===== src/rtl/adc_readout_scheduler_pkg.sv =====
// Shared definitions for the ADC readout scheduler: FSM encoding, header magic and gap length.
package rfsoc_config;

    typedef enum logic [2:0] {
        ST_IDLE,
        ST_SCAN,
        ST_HEADER,
        ST_STREAM,
        ST_GAP,
        ST_DONE
    } state_t;

    localparam logic [15:0] HEADER_MAGIC = 16'hADC0;
    localparam int          GAP_LEN      = 2;

endpackage


===== src/rtl/next_channel_pick.sv =====
// Priority encoder: lowest set mask bit at or above ptr, with a found flag.
module next_channel_pick #(
    parameter int NUM_CHANNELS = 16
) (
    input  logic [NUM_CHANNELS-1:0] mask,
    input  logic [3:0]              ptr,
    output logic [3:0]              index,
    output logic                    found
);

    // Scan downwards so the lowest qualifying index is the last one written.
    always_comb begin
        index = '0;
        found = 1'b0;
        for (int i = NUM_CHANNELS - 1; i >= 0; i--) begin
            if (mask[i] && (i >= int'(ptr))) begin
                index = 4'(i);
                found = 1'b1;
            end
        end
    end

endmodule


===== src/rtl/adc_readout_scheduler.sv =====
// Walks enabled capture channels in order, emitting a header plus the channel's words to the PS stream.
module adc_readout_scheduler
    import rfsoc_config::*;
#(
    parameter int NUM_CHANNELS = 16,
    parameter int DATA_WIDTH   = 32,
    parameter int COUNT_WIDTH  = 16
) (
    input  logic                    clk,
    input  logic                    rst,
    input  logic                    start,
    input  logic                    abort,
    input  logic [NUM_CHANNELS-1:0] channel_mask,
    input  logic [COUNT_WIDTH-1:0]  words_per_channel,
    output logic [3:0]              ch_sel,
    output logic                    ch_readout_en,
    input  logic [DATA_WIDTH-1:0]   s_axis_tdata,
    input  logic                    s_axis_tvalid,
    output logic                    s_axis_tready,
    output logic [DATA_WIDTH-1:0]   m_axis_tdata,
    output logic                    m_axis_tvalid,
    input  logic                    m_axis_tready,
    output logic                    m_axis_tlast,
    output logic                    busy,
    output logic                    done,
    output state_t                  fsm_state
);

    // Streams follow AXIS rules: a beat transfers on the rising edge where tvalid and tready are both high.
    logic [NUM_CHANNELS-1:0] mask_q;
    logic [COUNT_WIDTH-1:0]  wpc_q;
    logic [COUNT_WIDTH-1:0]  count;
    logic [3:0]              ptr;
    logic [1:0]              gap_cnt;
    logic [3:0]              pick_idx;
    logic                    pick_found;
    logic                    last_word;

    next_channel_pick #(.NUM_CHANNELS(NUM_CHANNELS)) u_pick (
        .mask  (mask_q),
        .ptr   (ptr),
        .index (pick_idx),
        .found (pick_found)
    );

    assign last_word = (count == wpc_q - COUNT_WIDTH'(1));
    assign busy      = (fsm_state != ST_IDLE);
    assign done      = (fsm_state == ST_DONE) && !abort;

    // Abort silences the stream in the same cycle it is seen.
    always_comb begin
        m_axis_tdata  = '0;
        m_axis_tvalid = 1'b0;
        m_axis_tlast  = 1'b0;
        s_axis_tready = 1'b0;
        ch_readout_en = 1'b0;
        case (fsm_state)
            ST_HEADER: if (!abort) begin
                ch_readout_en = 1'b1;
                m_axis_tdata  = DATA_WIDTH'({HEADER_MAGIC, 12'h000, ch_sel});
                m_axis_tvalid = 1'b1;
                m_axis_tlast  = (wpc_q == '0);
            end
            ST_STREAM: if (!abort) begin
                ch_readout_en = 1'b1;
                m_axis_tdata  = s_axis_tdata;
                m_axis_tvalid = s_axis_tvalid;
                s_axis_tready = m_axis_tready;
                m_axis_tlast  = last_word;
            end
            default: ;
        endcase
    end

    always_ff @(posedge clk) begin
        if (!rst) begin
            fsm_state <= ST_IDLE;
            mask_q    <= '0;
            wpc_q     <= '0;
            count     <= '0;
            ptr       <= '0;
            ch_sel    <= '0;
            gap_cnt   <= '0;
        end else if (abort && fsm_state != ST_IDLE) begin
            fsm_state <= ST_IDLE;
            count     <= '0;
            gap_cnt   <= '0;
        end else begin
            case (fsm_state)
                ST_IDLE: if (start) begin
                    mask_q    <= channel_mask;
                    wpc_q     <= words_per_channel;
                    ptr       <= '0;
                    fsm_state <= ST_SCAN;
                end
                ST_SCAN: begin
                    if (pick_found) begin
                        ch_sel    <= pick_idx;
                        fsm_state <= ST_HEADER;
                    end else begin
                        fsm_state <= ST_DONE;
                    end
                end
                ST_HEADER: begin
                    count <= '0;
                    if (m_axis_tready)
                        fsm_state <= (wpc_q == '0) ? ST_GAP : ST_STREAM;
                end
                ST_STREAM: if (s_axis_tvalid && m_axis_tready) begin
                    if (last_word) begin
                        count     <= '0;
                        fsm_state <= ST_GAP;
                    end else begin
                        count <= count + COUNT_WIDTH'(1);
                    end
                end
                ST_GAP: begin
                    if (gap_cnt == 2'(GAP_LEN - 1)) begin
                        gap_cnt <= '0;
                        if (ch_sel == 4'(NUM_CHANNELS - 1)) begin
                            fsm_state <= ST_DONE;
                        end else begin
                            ptr       <= ch_sel + 4'd1;
                            fsm_state <= ST_SCAN;
                        end
                    end else begin
                        gap_cnt <= gap_cnt + 2'd1;
                    end
                end
                ST_DONE: fsm_state <= ST_IDLE;
                default: fsm_state <= ST_IDLE;
            endcase
        end
    end

endmodule


===== config.mk =====
export PLATFORM = sky130hd
export DESIGN_NAME = adc_readout_scheduler
export DESIGN_NICKNAME = d
export VERILOG_FILES = /design/src/rtl/adc_readout_scheduler_pkg.sv /design/src/rtl/next_channel_pick.sv /design/src/rtl/adc_readout_scheduler.sv
export SDC_FILE = /design/constraint.sdc
export NUM_CORES = 1
export LEC_CHECK = 0
export CORE_ASPECT_RATIO = 2
export CORE_UTILIZATION = 44
export CTS_CLUSTER_SIZE = 10
export DETAILED_ROUTE_END_ITERATION = 16
export PLACE_DENSITY = 0.84
export SYNTH_ARGS = -nofsm -noshare
export SYNTH_HDL_FRONTEND = slang
export SYNTH_SLANG_ARGS = --single-unit

===== constraint.sdc =====
create_clock -name clk -period 2.7 [get_ports clk]
set_clock_uncertainty 0.05 [all_clocks]
set_input_delay 0.54 -clock clk [delete_from_list [all_inputs] [get_ports clk]]
set_output_delay 0.54 -clock clk [all_outputs]
set_load 0.02 [all_outputs]

==> metrics, run 1 <==
run status finished, violations left; Critical R2R Capture count[0]; RR Startpoint wpc_q[3]; Pre-antenna DRT Iters 11; routed vias/inst about 5.8; Tcrit/Tclk final 1.07; R2R Setup Slk about 0.22 ns; Combinational Power Share 0.508; synth unique cells 64; clk_lat worst skew 0.33 ns; mux contribution to synthesized area 0.0143; Routed WL around 15000 um; Die Y around 140 um; hold path start gap_cnt[1]; port buffer count between 100 and 150; post-synth top area share 0.292; Chip Width 71.0 um; critical path launch point type flop; CTS Buffer Depth 2; global-route usage over all layers 0.308; HP Class reg2reg; Antenna Cells 0; Mapped Area roughly 0.0042 mm2; final max-slew violation count 0; sw frac 0.391; worst slew pin tran between 0.6 and 0.7 ns; full die area 0.00994 mm2; Synth Area in Adders 0.00896; largest net degree at the start of global routing 42; violated checks DRC, setup timing; final setup vio count 1; post-synthesis sequential area ratio 0.292; fin nets slightly above 800; Internal Pwr Total between 2 and 3 mW; post-synth top area cell dfxtp_1; initial antenna violation count 0; sequential share of power 0.242; CTS H-tree depth 3; Iter 0 DRT Violations just under 300; largest family of logic cells by synthesized area simple AND/OR/NAND/NOR gates; CP Data Required Time 2.11 ns; syn nets 646; # rows 50; post-synthesis xor/xnor area fraction 0.0690; post-layout minimum cycle time 2.88 ns; number of synthesized flops with an enable pin 0; Avg WL per Cell 17.6 um; vias a little under 5000; area grow syn2layout 49.9%; CTS tree done; FILL cells 789; Core ar. slightly above 0.009 mm2; Post-Synth Simple-Gate Area 0.320; Synth Area in Compound Gates 0.234; post-route setup slack -0.177 ns; predominant post-synthesis flop cell dfxtp_1; leakage power 2.71 nW; Post-Syn Area per Cell about 7.3 um2; Max VDD drop just over 0.0007 V; # DRC 5; Power Dens Cells around 780 mW/mm2; asr flop ratio synth 0; net switching power figure between 1.5 and 2 mW; Num CTS Buffers 9; hold depth 1; DP HPWL 11500 um; Hold Path End gap_cnt[1]; clock share of power 0.250; wire length of the first global-routing pass approximately 24000 um; synth top area cells dfxtp_1 29%, nand2_1 10%, a21boi_0 7.0%; Crit Path Max Fanout 4; fmax around 350 MHz; Syn Inst Count roughly 570; Congestion Overflow GR 0; Max-slew headroom 0.582; final hold violation count 0; CP Class reg2out; Final Total Pwr 4.90 mW; max_cap viols 0; count of warnings emitted by yosys 0; CTS Sinks 61; fraction of layout cells with a size suffix above 1 0.173; post-layout util 0.674; Starting Density 0.449; worst path arrival time roughly 2.3 ns; Yosys reg bits 61; CTS root buffer clkbuf_16; Routed Antenna Nets 0; Worst-path clk slew roughly 0.05 ns; critical path endpoint category output pin; GPL Wtd Cong between 0.9 and 1; RSZ-0062 raised after global routing yes; io pins ~120; number of global-route vias before repair a little under 5000; worst reg-to-reg path cell count 12
==> per-layer routing <==
metal	part of all wire	routed length, um	global-route usage
met5	0	0	0
met3	0.040	587	0.0540
met1	0.36	5320	0.312
met4	0.054	801	0.181
met2	0.55	8150	0.574
==> final cells by class <==
type	count	area [um2]	share of cell area
Multi-Input combinational cell	451	2790	0.443
Timing Repair Buffer	196	1750	0.279
Sequential cell	61	1230	0.196
Clock buffer	10	239	0.0380
Tap cell	104	130	0.0207
Clock inverter	5	75.1	0.0120
Inverter	18	67.6	0.0108
==> what timing repair did <==
item | in CTS | in global routing
resized for setup | 55 | 7
buffers inserted | 3 | 0
setup endpoints to repair | 30 | 7
hold buffers | 0 | 0
pin swaps | 11 | 2
==> flip-flops by register name (all words and copies together) (netlist names) <==
register	cells
count	16
mask_q	16
wpc_q	16
ch_sel	4
ptr	4
fsm_state	3
gap_cnt	2
==> logic make-up (layout without fill, tap and decap cells) <==
kind of cell,Yosys count,in the layout
mux,6,6
xor+xnor,33,33
buf+inv,61,229
simple gates,267,267
fa+ha+maj,3,3
flops,61,61
compound gates,142,142
==> critical path: stages (launching register included) <==
cell and delay (ns):
dfxtp_2 0.34, nor4_4 0.29, buf_4 0.18, buf_4 0.11, buf_4 0.11, nand4b_1 0.11
nor4_1 0.48, o21a_1 0.22, buf_6 0.11
==> synth_stat cells (7+ instances only) <==
master / n
nand2_1: 116
dfxtp_1: 61
a21boi_0: 39
clkbuf_1: 32
o21ai_0: 29
and3_1: 27
nor2_1: 26
a21oi_1: 21
nand3_1: 19
xor2_1: 19
inv_1: 17
nor3_1: 14
xnor2_1: 14
nor4_1: 11
o21a_1: 11
nand4_1: 9
nand2b_1: 8
and2_1: 7
==> worst max path at each step <==
stage                   end     start  cells past startpoint  slack (ns)
6_report       m_axis_tlast  wpc_q[3]                      8       -0.18
5_1_grt        m_axis_tlast  wpc_q[3]                      9       -0.30
4_1_cts        m_axis_tlast  wpc_q[5]                      9       -0.18
3_5_place_dp   m_axis_tlast  wpc_q[0]                      9       -0.42
3_3_place_gp   m_axis_tlast  wpc_q[0]                      9       -0.39
2_1_floorplan  m_axis_tlast  wpc_q[0]                     11       0.002
==> through the flow <==
| stage | TNS (ns) | cell area [um2] | hold slack (ns) | std cells | worst slack (ns) |
|---|---|---|---|---|---|
| 3_5_place_dp | -3.01 | 5890 | 0.413 | 827 | -0.419 |
| 5_1_grt | -0.299 | 6280 | 0.450 | 845 | -0.299 |
| 6_report | -0.177 | 6280 | 0.428 | 845 | -0.177 |
| 3_3_place_gp | -2.03 | 5890 | 0.416 | 827 | -0.394 |
| 4_1_cts | -0.185 | 6260 | 0.431 | 845 | -0.185 |
| 2_1_floorplan | 0 | 4190 | 0.393 | 573 | 0.00165 |
==> cell usage in the layout, fill, tap and decap left out, types with 4 or more instances in the layout <==
cell / instances
a21boi_0: 39
a21oi_1: 21
and2_1: 7
and3_1: 27
buf_4: 80
clkbuf_16: 9
clkdlybuf4s50_1: 82
dfxtp_1: 56
dlygate4sd2_1: 29
inv_1: 17
mux2i_1: 5
nand2_1: 116
nand2b_1: 8
nand3_1: 19
nand3b_1: 5
nand4_1: 9
nor2_1: 26
nor2b_1: 6
nor3_1: 12
nor4_1: 10
o21a_1: 11
o21ai_0: 26
o21ai_2: 4
o22ai_1: 5
o2bb2ai_1: 5
o31ai_1: 4
xnor2_1: 14
xor2_1: 19
==> power groups by stage <==
| stage | sequential (mW) | clock, mW | combinational, mW |
|---|---|---|---|
| final | 1.19 | 1.23 | 2.49 |
| after global placement | 1.19 | 0 | 2.30 |
| after floorplan | 1.19 | 0 | 1.36 |
| after detailed placement | 1.20 | 0 | 2.35 |
| after CTS | 1.18 | 1.24 | 2.46 |
| after global routing | 1.20 | 1.28 | 2.70 |
Note: power is estimated with default switching activity, not from simulation.
==> run 2: changes to the inputs <==
Settings changed: SYNTH_HIERARCHICAL set to 1.
==> run 2 against run 1 <==
  * The flow finishes with violations (setup timing)
  * First-iteration DRC count rose by 22%
  * Sequential cell count did not move
  * Area after synthesis fell by 0.30%
  * Register-to-register slack got worse by 0.25 ns
  * Sequential power barely moved
  * Final cell count fell by 4.7%
  * Worst setup slack got worse by 0.34 ns
  * Core utilization rose by 0.55 points
  * Clock power rose by 18%
  * Combinational power rose by 8%
  * Fmax fell by 11%
  * Critical endpoint unchanged
==> metrics, run 2 <==
run status finished, violations left; violated checks setup timing; HP Class reg2reg; count of warnings emitted by yosys 6 (+6); Syn Inst Count 536 (-6.5%); predominant post-synthesis flop cell dfxtp_1; initial antenna violation count 0 (unchanged); full die area 0.00991 mm2 (-0.30%); met2 wire length 7740 um (-5.0%); wire length of the first global-routing pass 22600 um (-5.0%); Largest stage delay, worst path 0.56 ns (+0.08 ns); Critical R2R Capture count[14]; slowest CP cell or4_4; most frequent cells in the layout 90 x nand2_1, 82 x clkdlybuf4s50_1, 70 x buf_4; worst slew pin tran 0.478 ns (-0.141 ns); dpl cell area 0.00583 mm2 (-0.91%); synth unique cells 71 (+11%); critical path launch point type flop; Iter 0 DRT Violations 360 (+22%); Die Y 140 um (-0.15%); max_cap viols 0 (unchanged); final max-slew violation count 0 (unchanged); synth cell count leaders 90 x nand2_1, 61 x dfxtp_1, 36 x a21boi_0; critical path endpoint category output pin; critical path depth in cells 9 (+1); CP Buf/Inv Count 2 (-2); CTS Buffer Depth 2 (unchanged); final hold violation count 0 (unchanged); CTS root buffer clkbuf_16; DP HPWL 10700 um (-6.6%); CP Class reg2out; Max VDD drop 0.000617 V (-15%); Crit Path Max Fanout 4 (unchanged); delay-heaviest family, CP simple AND/OR/NAND/NOR gates; Max-slew headroom 0.679 (+0.0974); CTS H-tree depth 3 (unchanged); Worst Setup SP wpc_q[4]; most common cell in the synthesized netlist nand2_1; met1 wire length 4910 um (-7.7%); post-layout minimum cycle time 3.22 ns (+0.344 ns); CP Data Required Time 2.11 ns (about the same); syn nets 609 (-5.7%); most common cell after layout, fill and taps aside nand2_1; post-route setup slack -0.521 ns (-0.344 ns); GPL Wtd Cong 0.925 (-0.17%); Antenna Cells 0 (unchanged); placed insts 786 (-5.0%); DR top layer met4; Starting Density 0.451 (+0.00169); post-synthesis sequential area ratio 0.292 (+0.000873); number of synthesized flops with an enable pin 0 (unchanged); Post-Syn Area per Cell 7.79 um2 (+6.6%); Most common cell on crit path buf_4; Tcrit/Tclk final 1.19 (+0.127); Largest regs count x16, mask_q x16, wpc_q x16; # DRC 0 (-5); fin nets 769 (-5.1%); synth top area cells dfxtp_1 29%, nand2_1 8.1%, a21boi_0 6.5%; R2R Setup Slk -0.03 ns (-0.25 ns); routed vias/inst 5.85 (+0.86%); Routed WL 14100 um (-4.8%); worst reg-to-reg path cell count 10 (-2); critical path endpoint m_axis_tlast; Congestion Overflow GR 0 (unchanged); vias 4709 (-3.9%); RR Startpoint wpc_q[4]; CTS tree done; Routed Antenna Nets 0 (unchanged); asr flop ratio synth 0 (unchanged); Pre-antenna DRT Iters 5 (-6); Post-Layout Cell Count 805 (-4.7%); Power Dens Cells 843 mW/mm2 (+8.0%); Core ar. 0.00926 mm2 (-0.67%); CTS Sinks 61 (unchanged); worst path arrival time 2.63 ns (+0.34 ns); post-synth top area share 0.292 (+0.000873); met3 wire length 563 um (-4.1%); crit-path cells or4_4 > nor4_4 > buf_4 > a21oi_1 > a211o_1 > a31o_2 > nand4_1 > a21oi_2 > buf_4; post-synth top area cell dfxtp_1; Worst-path clk slew 0.05 ns (about the same); Mapped Area 0.00418 mm2 (-0.30%); clk_lat worst skew 0.34 ns (about the same); # rows 50 (unchanged); io pins 115 (unchanged); Avg WL per Cell 17.6 um (about the same); fmax 310 MHz (-11%); area grow syn2layout 50.6%; Chip Width 70.9 um (-0.15%); final setup vio count 14 (+13); design area 0.00629 mm2 (+0.14%); number of global-route vias before repair 4735 (-3.9%); RSZ-0062 raised after global routing yes; Num CTS Buffers 9 (unchanged); leakage power 2.70 nW (-0.42%); Yosys reg bits 61 (unchanged); port buffer count 114 (unchanged); global-route usage over all layers 0.292 (-0.0168); fraction of layout cells with a size suffix above 1 0.190 (+0.0170); largest net degree at the start of global routing 33 (-21%)
run 2: changes by cell type after synthesis, moves of 7 or more:
cell,change
a21oi_1,-8
inv_1,-9
mux2i_1,+7
nand2_1,-26
nor3_2,+9
nor4_1,-7
o21ai_0,-13
run 2: repair_timing:
| action | 4_1_cts | 5_1_grt |
|---|---|---|
| setup buffers | 1 | 2 |
| cloned | 0 | 0 |
| resized for setup | 43 | 14 |
| pin swaps | 5 | 3 |
| setup endpoints to repair | 45 | 20 |
| hold buffers | 0 | 0 |
run 2: worst min path at each step:
stage / slack (ns) / to / cells after the start / from
floorplan: 0.39 / gap_cnt[1] / 1 / gap_cnt[1]
global placement: 0.41 / gap_cnt[1] / 1 / gap_cnt[1]
detailed placement: 0.42 / gap_cnt[1] / 1 / gap_cnt[1]
CTS: 0.43 / gap_cnt[1] / 1 / gap_cnt[1]
global route: 0.45 / gap_cnt[1] / 1 / gap_cnt[1]
finish: 0.43 / mask_q[15] / 2 / mask_q[15]
run 2: cells by family (layout without fill, tap and decap cells):
group / Yosys count / after routing / synth area share
flops: 61 / 61 / 0.292
simple gates: 257 / 257 / 0.337
mux: 13 / 13 / 0.0312
compound gates: 124 / 124 / 0.214
buf+inv: 46 / 211 / 0.0491
xor+xnor: 32 / 32 / 0.0671
fa+ha+maj: 3 / 3 / 0.00899
run 2: worst reg2reg max path, stage by stage (launching register included):
cell      delay [ns]
dfxtp_1         0.31
or4_4           0.56
nor4_4          0.26
buf_4           0.18
a21oi_1         0.10
o21ai_1         0.20
buf_4           0.14
buf_4           0.10
a31oi_4         0.11
o311ai_0        0.47
a21oi_1         0.13
run 2: where the power goes:
| group | total (mW) | internal (mW) | switching (mW) |
|---|---|---|---|
| Clock | 1.45 | 1.02 | 0.429 |
| Sequential | 1.17 | 1.04 | 0.139 |
| Combinational | 2.68 | 1.21 | 1.47 |
| Total | 5.30 | 3.27 | 2.03 |
run 2: metrics by stage:
step	setup TNS [ns]	util	setup WS [ns]	power, mW	hold WS [ns]
3_5_place_dp	-2.83	0.630	-0.619	3.70	0.419
3_3_place_gp	-1.50	0.630	-0.594	3.63	0.409
6_report	-0.696	0.679	-0.521	5.30	0.435
4_1_cts	-0.442	0.670	-0.442	5.18	0.434
5_1_grt	-2.09	0.679	-0.610	5.60	0.449
2_1_floorplan	-0.148	-	-0.148	2.73	0.393
run 2: per-layer routing:
| metal | track usage | vias up |
|---|---|---|
| li1 | - | 2241 |
| met1 | 0.276 | 2220 |
| met2 | 0.540 | 184 |
| met3 | 0.0558 | 64 |
| met4 | 0.213 | 0 |
| met5 | 0 | - |
run 2: layout make-up:
cell class                      count  area, um2
Fill cell                         774       2970
Timing Repair Buffer              187       1690
Inverter                            8       30.0
Clock buffer                       10        239
Sequential cell                    61       1220
Tap cell                          104        130
Multi-Input combinational cell    429       2850
Clock inverter                      6        134
